**src/rtl/filter_frame_ctrl.sv**
```systemverilog
// Frame controller for a 3x3 window filter datapath.
// Walks one IMG_W x IMG_H frame of pixel/gauss pairs into the datapath.
// Tags the pixels whose window is fully inside the frame and tracks them through
// the datapath latency. Presents only interior results, marking the last one.
module filter_frame_ctrl #(
    parameter int unsigned IMG_W  = 640,
    parameter int unsigned IMG_H  = 480,
    parameter int unsigned DP_LAT = 2
) (
    input  logic       clk,
    input  logic       rst_n,
    input  logic       start,
    input  logic       in_valid,
    output logic       in_ready,
    input  logic [9:0] in_image,
    input  logic [9:0] in_gauss,
    output logic       dp_clken,
    output logic       dp_aclr,
    output logic [9:0] dp_image,
    output logic [9:0] dp_gauss,
    input  logic [9:0] dp_result,
    output logic       out_valid,
    output logic [9:0] out_data,
    output logic       out_last,
    output logic       busy,
    output logic       frame_done
);

    localparam int unsigned CW   = $clog2(IMG_W);
    localparam int unsigned RW   = $clog2(IMG_H);
    localparam int unsigned NOUT = (IMG_W - 2) * (IMG_H - 2);

    typedef enum logic [2:0] {
        StIdle,
        StClear,
        StRun,
        StDrain,
        StDone
    } state_e;

    state_e            state_q, state_d;
    logic [CW-1:0]     col_q, col_d;
    logic [RW-1:0]     row_q, row_d;
    logic [DP_LAT-1:0] tag_q, tag_d;
    logic [31:0]       out_cnt_q, out_cnt_d;
    logic              out_valid_q, out_valid_d;
    logic [9:0]        out_data_q, out_data_d;
    logic              out_last_q, out_last_d;

    logic accept;
    logic at_last_col;
    logic at_last_row;
    logic win_tag;
    logic tag_out;

    assign in_ready    = (state_q == StRun);
    assign accept      = in_valid & in_ready;
    assign dp_clken    = accept;
    assign dp_aclr     = (state_q == StClear);
    assign dp_image    = in_image;
    assign dp_gauss    = in_gauss;
    assign busy        = (state_q != StIdle);
    assign frame_done  = (state_q == StDone);
    assign out_valid   = out_valid_q;
    assign out_data    = out_data_q;
    assign out_last    = out_last_q;

    assign at_last_col = (col_q == CW'(IMG_W - 1));
    assign at_last_row = (row_q == RW'(IMG_H - 1));
    // Only pixels with two full rows and columns behind them complete a 3x3 window.
    assign win_tag     = accept && (row_q >= RW'(2)) && (col_q >= CW'(2));
    assign tag_out     = tag_q[DP_LAT-1];

    // State register and all controller state, synchronous active-low reset.
    always_ff @(posedge clk) begin
        if (!rst_n) begin
            state_q     <= StIdle;
            col_q       <= '0;
            row_q       <= '0;
            tag_q       <= '0;
            out_cnt_q   <= '0;
            out_valid_q <= 1'b0;
            out_data_q  <= '0;
            out_last_q  <= 1'b0;
        end else begin
            state_q     <= state_d;
            col_q       <= col_d;
            row_q       <= row_d;
            tag_q       <= tag_d;
            out_cnt_q   <= out_cnt_d;
            out_valid_q <= out_valid_d;
            out_data_q  <= out_data_d;
            out_last_q  <= out_last_d;
        end
    end

    // Next-state logic and pixel position counters.
    always_comb begin
        state_d = state_q;
        col_d   = col_q;
        row_d   = row_q;
        unique case (state_q)
            StIdle: begin
                if (start) begin
                    state_d = StClear;
                end
            end
            StClear: begin
                col_d   = '0;
                row_d   = '0;
                state_d = StRun;
            end
            StRun: begin
                if (accept) begin
                    if (at_last_col) begin
                        col_d = '0;
                        if (at_last_row) begin
                            row_d   = '0;
                            state_d = StDrain;
                        end else begin
                            row_d = row_q + RW'(1);
                        end
                    end else begin
                        col_d = col_q + CW'(1);
                    end
                end
            end
            StDrain: begin
                // The final pixel is always interior, so its output closes the frame.
                if ((tag_q == '0) && out_valid_q && out_last_q) begin
                    state_d = StDone;
                end
            end
            StDone: begin
                state_d = StIdle;
            end
            default: begin
                state_d = StIdle;
            end
        endcase
    end

    // Tag pipeline mirrors datapath latency; results are captured when a tag reaches the end.
    always_comb begin
        tag_d[0] = win_tag;
        for (int unsigned i = 1; i < DP_LAT; i++) begin
            tag_d[i] = tag_q[i-1];
        end
        out_valid_d = tag_out;
        out_data_d  = tag_out ? dp_result : out_data_q;
        out_last_d  = tag_out && (out_cnt_q == 32'(NOUT - 1));
        out_cnt_d   = out_cnt_q;
        if (state_q == StClear) begin
            out_cnt_d = '0;
        end else if (tag_out) begin
            out_cnt_d = out_cnt_q + 32'd1;
        end
    end

endmodule

```
**config.mk**
```make
export PLATFORM = sky130hd
export DESIGN_NAME = filter_frame_ctrl
export DESIGN_NICKNAME = d
export VERILOG_FILES = /design/src/rtl/filter_frame_ctrl.sv
export SDC_FILE = /design/constraint.sdc
export NUM_CORES = 1
export LEC_CHECK = 0
export CORE_MARGIN = 2
export CORE_UTILIZATION = 57
export CTS_BUF_LIST = sky130_fd_sc_hd__clkbuf_4 sky130_fd_sc_hd__clkbuf_8
export DETAILED_ROUTE_END_ITERATION = 7
export PLACE_DENSITY_LB_ADDON = 0.1
export RECOVER_POWER = 100
export SLEW_MARGIN = 20
export SYNTH_ARGS = -nofsm -noshare
export SYNTH_HDL_FRONTEND = slang
export SYNTH_SLANG_ARGS = --single-unit
```
**constraint.sdc**
```tcl
create_clock -name clk -period 3.91 [get_ports clk]
set_input_delay 0.782 -clock clk [delete_from_list [all_inputs] [get_ports clk]]
set_output_delay 0.782 -clock clk [all_outputs]
set_load 0.02 [all_outputs]
```
### After elaboration in Yosys (flattened, before gate mapping)

Cells that the tools add are included.

| cells by class | value |
|---|---|
| order comparisons | 2 |
| reduce and logical (&&, ||, !) cells | 13 |
| add/subtract/negate cells | 3 |
| mux-type cells | 13 |
| bitwise gates (word level) | 2 |
| eq/ne operators | 12 |

Operators with widths:

| operator | number |
|---|---|
| adder 32 x 1 -> 32 bit, second input constant | 1 |
| equality test 32 x 19 -> 1 bit, second input constant | 1 |
| 2-to-1 mux 9 bit | 3 |
| 2-to-1 mux 10 bit | 2 |
| case mux 10 bit (2 select lines) | 1 |
| case mux 9 bit (2 select lines) | 1 |
| 2-to-1 mux 3 bit | 5 |
| case mux 3 bit (4 select lines) | 1 |
| adder 10 x 1 -> 10 bit, second input constant | 1 |
| equality test 10 bit, second input constant | 1 |
| >= comparator 10 x 2 -> 1 bit, second input constant | 1 |
| adder 9 x 1 -> 9 bit, second input constant | 1 |
| equality test 9 bit, second input constant | 1 |
| >= comparator 9 x 2 -> 1 bit, second input constant | 1 |
| equality test 3 x 2 -> 1 bit, second input constant | 2 |
| inequality test 2 x 1 -> 1 bit, second input constant | 3 |
| logical AND 1 bit | 5 |
| AND reduction 5 bit | 1 |
| inequality test 2 bit, second input constant | 2 |
| equality test 3 x 1 -> 1 bit, second input constant | 1 |
| equality test 3 bit, second input constant | 1 |
| zero test 3 bit | 1 |
| AND reduction 3 bit | 1 |
| nonzero test 3 bit | 1 |
| other kinds (6) | 6 |

| storage, ports and cells | value |
|---|---|
| logic and storage cells | 53 |
| bits in registers | 68 |

### Depth between registers and ports, before layout

| depth | value |
|---|---|
| depth after elaboration | 5 |
| gate-level depth with buffers | 8 |

### Least setup slack after synthesis

OpenSTA, ideal clock, no wires.

| timing | value |
|---|---|
| path type | in2out |
| start | input in_valid |
| end | output dp_clken |
| slack | 1943 ps |
| arrival | 1185 ps |
| buffers on the path | 0 |
| cell stages on the path | 2 |
| cell sequence | nand4bb_1 -> inv_2 |

| on the way | value |
|---|---|
| cells in the longest elaborated chain, start to end | 1 |

RTL lines:

| what | RTL line | source |
|---|---|---|
| start: declaration | 13 | `input logic in_valid,` |
| AND 1 bit | 57 | `assign accept = in_valid & in_ready;` |
| end: declaration | 17 | `output logic dp_clken,` |

No other way between the ends.

==> flow_summary.yaml <==
setup_path:
  path_max_fanout: 17
  cp_top_family: "buffers and inverters"
  worstPathCellList: "dlygate4sd3_1, clkbuf_1, inv_1, nor3_1, nor2_1, clkbuf_1, a21oi_1"
  reg2regPathDepth: 6
  worstPathRequired_ns: 4.18
  crit_buf_inv: 4
  critPathCaptureType: "flip-flop"
  critPathLaunchType: "input port"
  path_depth: 7
  critPathSlowestCell: "nor3_1"
  cp_common_cell: "clkbuf_1"
  arrival_ns: 3.61
  critPathMaxStageDelay_ns: 0.76
  critical_path_class: "input port to flip-flop"
routing:
  wl_um: 7410
  dr_total_vias: 2987
  final_antenna_net_count: 0
  drc: 0
  drt-initial-drc-count: 109
  drt_pre_antenna_iters: 4
  routed_via_density: 6.16
  wl_per_cell_um: 15.3
logic_synthesis:
  avgSynthCellArea_um2: 8.73
  synth_area_um2: 3500
  synth_edf_count: 0
  yosysSeqAreaShare_pct: 38.9
  synth_ff_type: "dfxtp_1"
  synth-async-reset-ratio_pct: 0
  syn_nets: 440
  synth_warnings: 0
  ys_seq_elements: 68
  yosysUniqueCellTypes: 50
  synth_cells: 401
clock_network:
  holdBufCountCts: 0
  insertion_delay_ns: 0.34
  cts-htree-levels: 3
  cts.clk_slew.worst_paths_ns: 0.08
  numCtsBuffers: 9
  cts.sinks: 68
  cts_resized: 0
  root_buffer: "clkbuf_8"
  clockBufferDepth: 2
  cts_tree: "built"
  cts_setup_buffers: 0
finish:
  fillCellCount: 511
  nets: 444
  layoutNonFillerInstCount: 485
  fin_util_pct: 66.1
  diodes: 0
  multi_input_area_um2: 1850
  drive_above_1_share_pct: 5.85
  areaGrowthSynthToFinish_pct: 11.9
  register_area_um2: 1360
timing:
  post-route-period-util_pct: 85.5
  setup_viol: 0
  setup_slack_ns: 0.565
  clock_skew_ns: 0.00717
  rsz0062_at_grt: "no"
  slew_headroom_pct: 33.1
  final_max_slew_viol_count: 0
  worstMarginPinSlew_ns: 1.00
  max_freq_ghz: 0.299
  setup_tns_ns: 0
  post-route-min-period_ns: 3.34
  hold_violations: 0
power:
  p_switching_mw: 0.350
  switching_share_pct: 21.9
  cellPowerDensity_nw_per_um2: 407
  pwr-share-clk_pct: 49.0
  ir_worst_vdd_mv: 0.237
  seqPwrFrac_pct: 44.4
  p_comb_share_pct: 6.5
  internal-power_mw: 1.25
  p_leak_nw: 1.39
floorplan:
  coreArea_um2: 5920
  die-area_um2: 6780
  dieHeight_um: 82.4
  die_w_um: 82.4
  ioPinCount: 71
  rows: 28
  initial_core_util_pct: 59.1
grt:
  antenna_found_initial: 0
  met3_usage_pct: 3.80
  met2_usage_pct: 38.1
  grt_pass1_vias: 2644
  grt_max_degree: 30
  grt_use_total_pct: 23.1
  grt_use_met1_pct: 29.4
  gr-total-overflow: 0
  grt_busiest_layer: "met2"
  grt_first_pass_wirelength_um: 12200
placed_design:
  gp_congestion: 0.939
  port_buffers: 30
  dp_hpwl_um: 5240
  post-place-ws_ns: 0.745
  placed_cells: 469
job:
  cap_violations: 0
worst_hold_path:
  min_path_type: "flip-flop to flip-flop"
  min_path_cells: 1
run_status:
  status: "completed"
cell type report:
type | instances | area share [%]
clock buffers | 10 | 3.51
flip-flops and latches | 68 | 34.8
well taps | 75 | 2.40
clock inverters | 6 | 3.42
repair buffers | 33 | 8.05
inverters | 6 | 0.703
multi-input cells | 287 | 47.2
power groups by stage:
| stage | clock network [mW] | logic [mW] | registers (mW) |
|---|---|---|---|
| after floorplan | 0 | 0.109 | 0.719 |
| after global placement | 0 | 0.107 | 0.724 |
| after detailed placement | 0 | 0.108 | 0.724 |
| after CTS | 0.790 | 0.109 | 0.708 |
| after global routing | 0.821 | 0.115 | 0.709 |
| final | 0.782 | 0.104 | 0.708 |
sequential cells by signal, indices dropped and copies added (netlist names):
| name | count |
|---|---|
| out_last | 1 |
| tag_q | 2 |
| col_q | 10 |
| state_q | 3 |
| row_q | 9 |
| out_valid | 1 |
| out_data | 10 |
| out_cnt_q | 32 |
cell usage in the layout, fill, tap and decap left out, types with 3 or more instances in the layout:
| cell | n |
|---|---|
| clkdlybuf4s50_1 | 12 |
| nand2_1 | 23 |
| or3_1 | 10 |
| a211oi_1 | 5 |
| xnor2_1 | 7 |
| nand3_1 | 21 |
| and4_1 | 9 |
| dfxtp_1 | 68 |
| bufinv_16 | 4 |
| nand4_1 | 17 |
| nor4_1 | 11 |
| nor3_1 | 3 |
| o21ai_0 | 10 |
| mux2i_1 | 17 |
| o211ai_1 | 4 |
| clkbuf_8 | 10 |
| o31ai_1 | 12 |
| nor2_1 | 41 |
| ha_1 | 5 |
| dlygate4sd3_1 | 18 |
| and3_1 | 12 |
| xor2_1 | 14 |
| a21oi_1 | 19 |
| and2_1 | 4 |
| a31oi_1 | 3 |
| or4_1 | 13 |
| inv_1 | 5 |
cells in the mapped netlist (all sizes together) (6+ instances only):
master	count	share of area (%)
xnor2	7	1.8
nor2	42	4.6
nor4	11	2.0
buf	32	6.6
or4	14	3.1
o31ai	12	2.6
nand3	21	3.0
mux2i	17	4.9
clkbuf	8	0.86
nand4	17	3.0
and4	9	2.3
a21oi	20	3.0
and3	12	2.1
or3	10	1.8
nand2	24	2.6
dfxtp	68	39
xor2	14	3.5
and2	6	1.1
o21ai	10	1.4
kinds of logic after synthesis:
group | share of synthesized area (%)
and+or+nand+nor | 29.7
DFF | 38.9
AOI/OAI and AO/OA | 11.0
buffers and inverters | 8.22
xor gates and xnor gates | 5.25
muxes | 5.18
adders and majority gates | 1.79
per-stage QoR:
step | area [µm²] | hold slack (ns) | power, mW
after global placement | 3660 | 0.441 | 0.831
final | 3920 | 0.467 | 1.59
after floorplan | 3500 | 0.431 | 0.828
after global routing | 3920 | 0.498 | 1.65
after detailed placement | 3660 | 0.453 | 0.832
after CTS | 3930 | 0.468 | 1.61
path summary, 6_finish.rpt:
| check | startpoint | to | slack, ns |
|---|---|---|---|
| min reg2reg | tag_q[0] | tag_q[1] | 0.47 |
| max reg2reg | state_q[1] | row_q[5] | 1.31 |
| min | tag_q[0] | tag_q[1] | 0.47 |
| max | rst_n | row_q[5] | 0.57 |
metal layers:
layer	routed length, µm	vias up
li1	-	1477
met1	3410	1419
met2	3560	69
met3	264	22
met4	166	0
met5	0	-
Note: power is estimated with default switching activity, not from simulation.
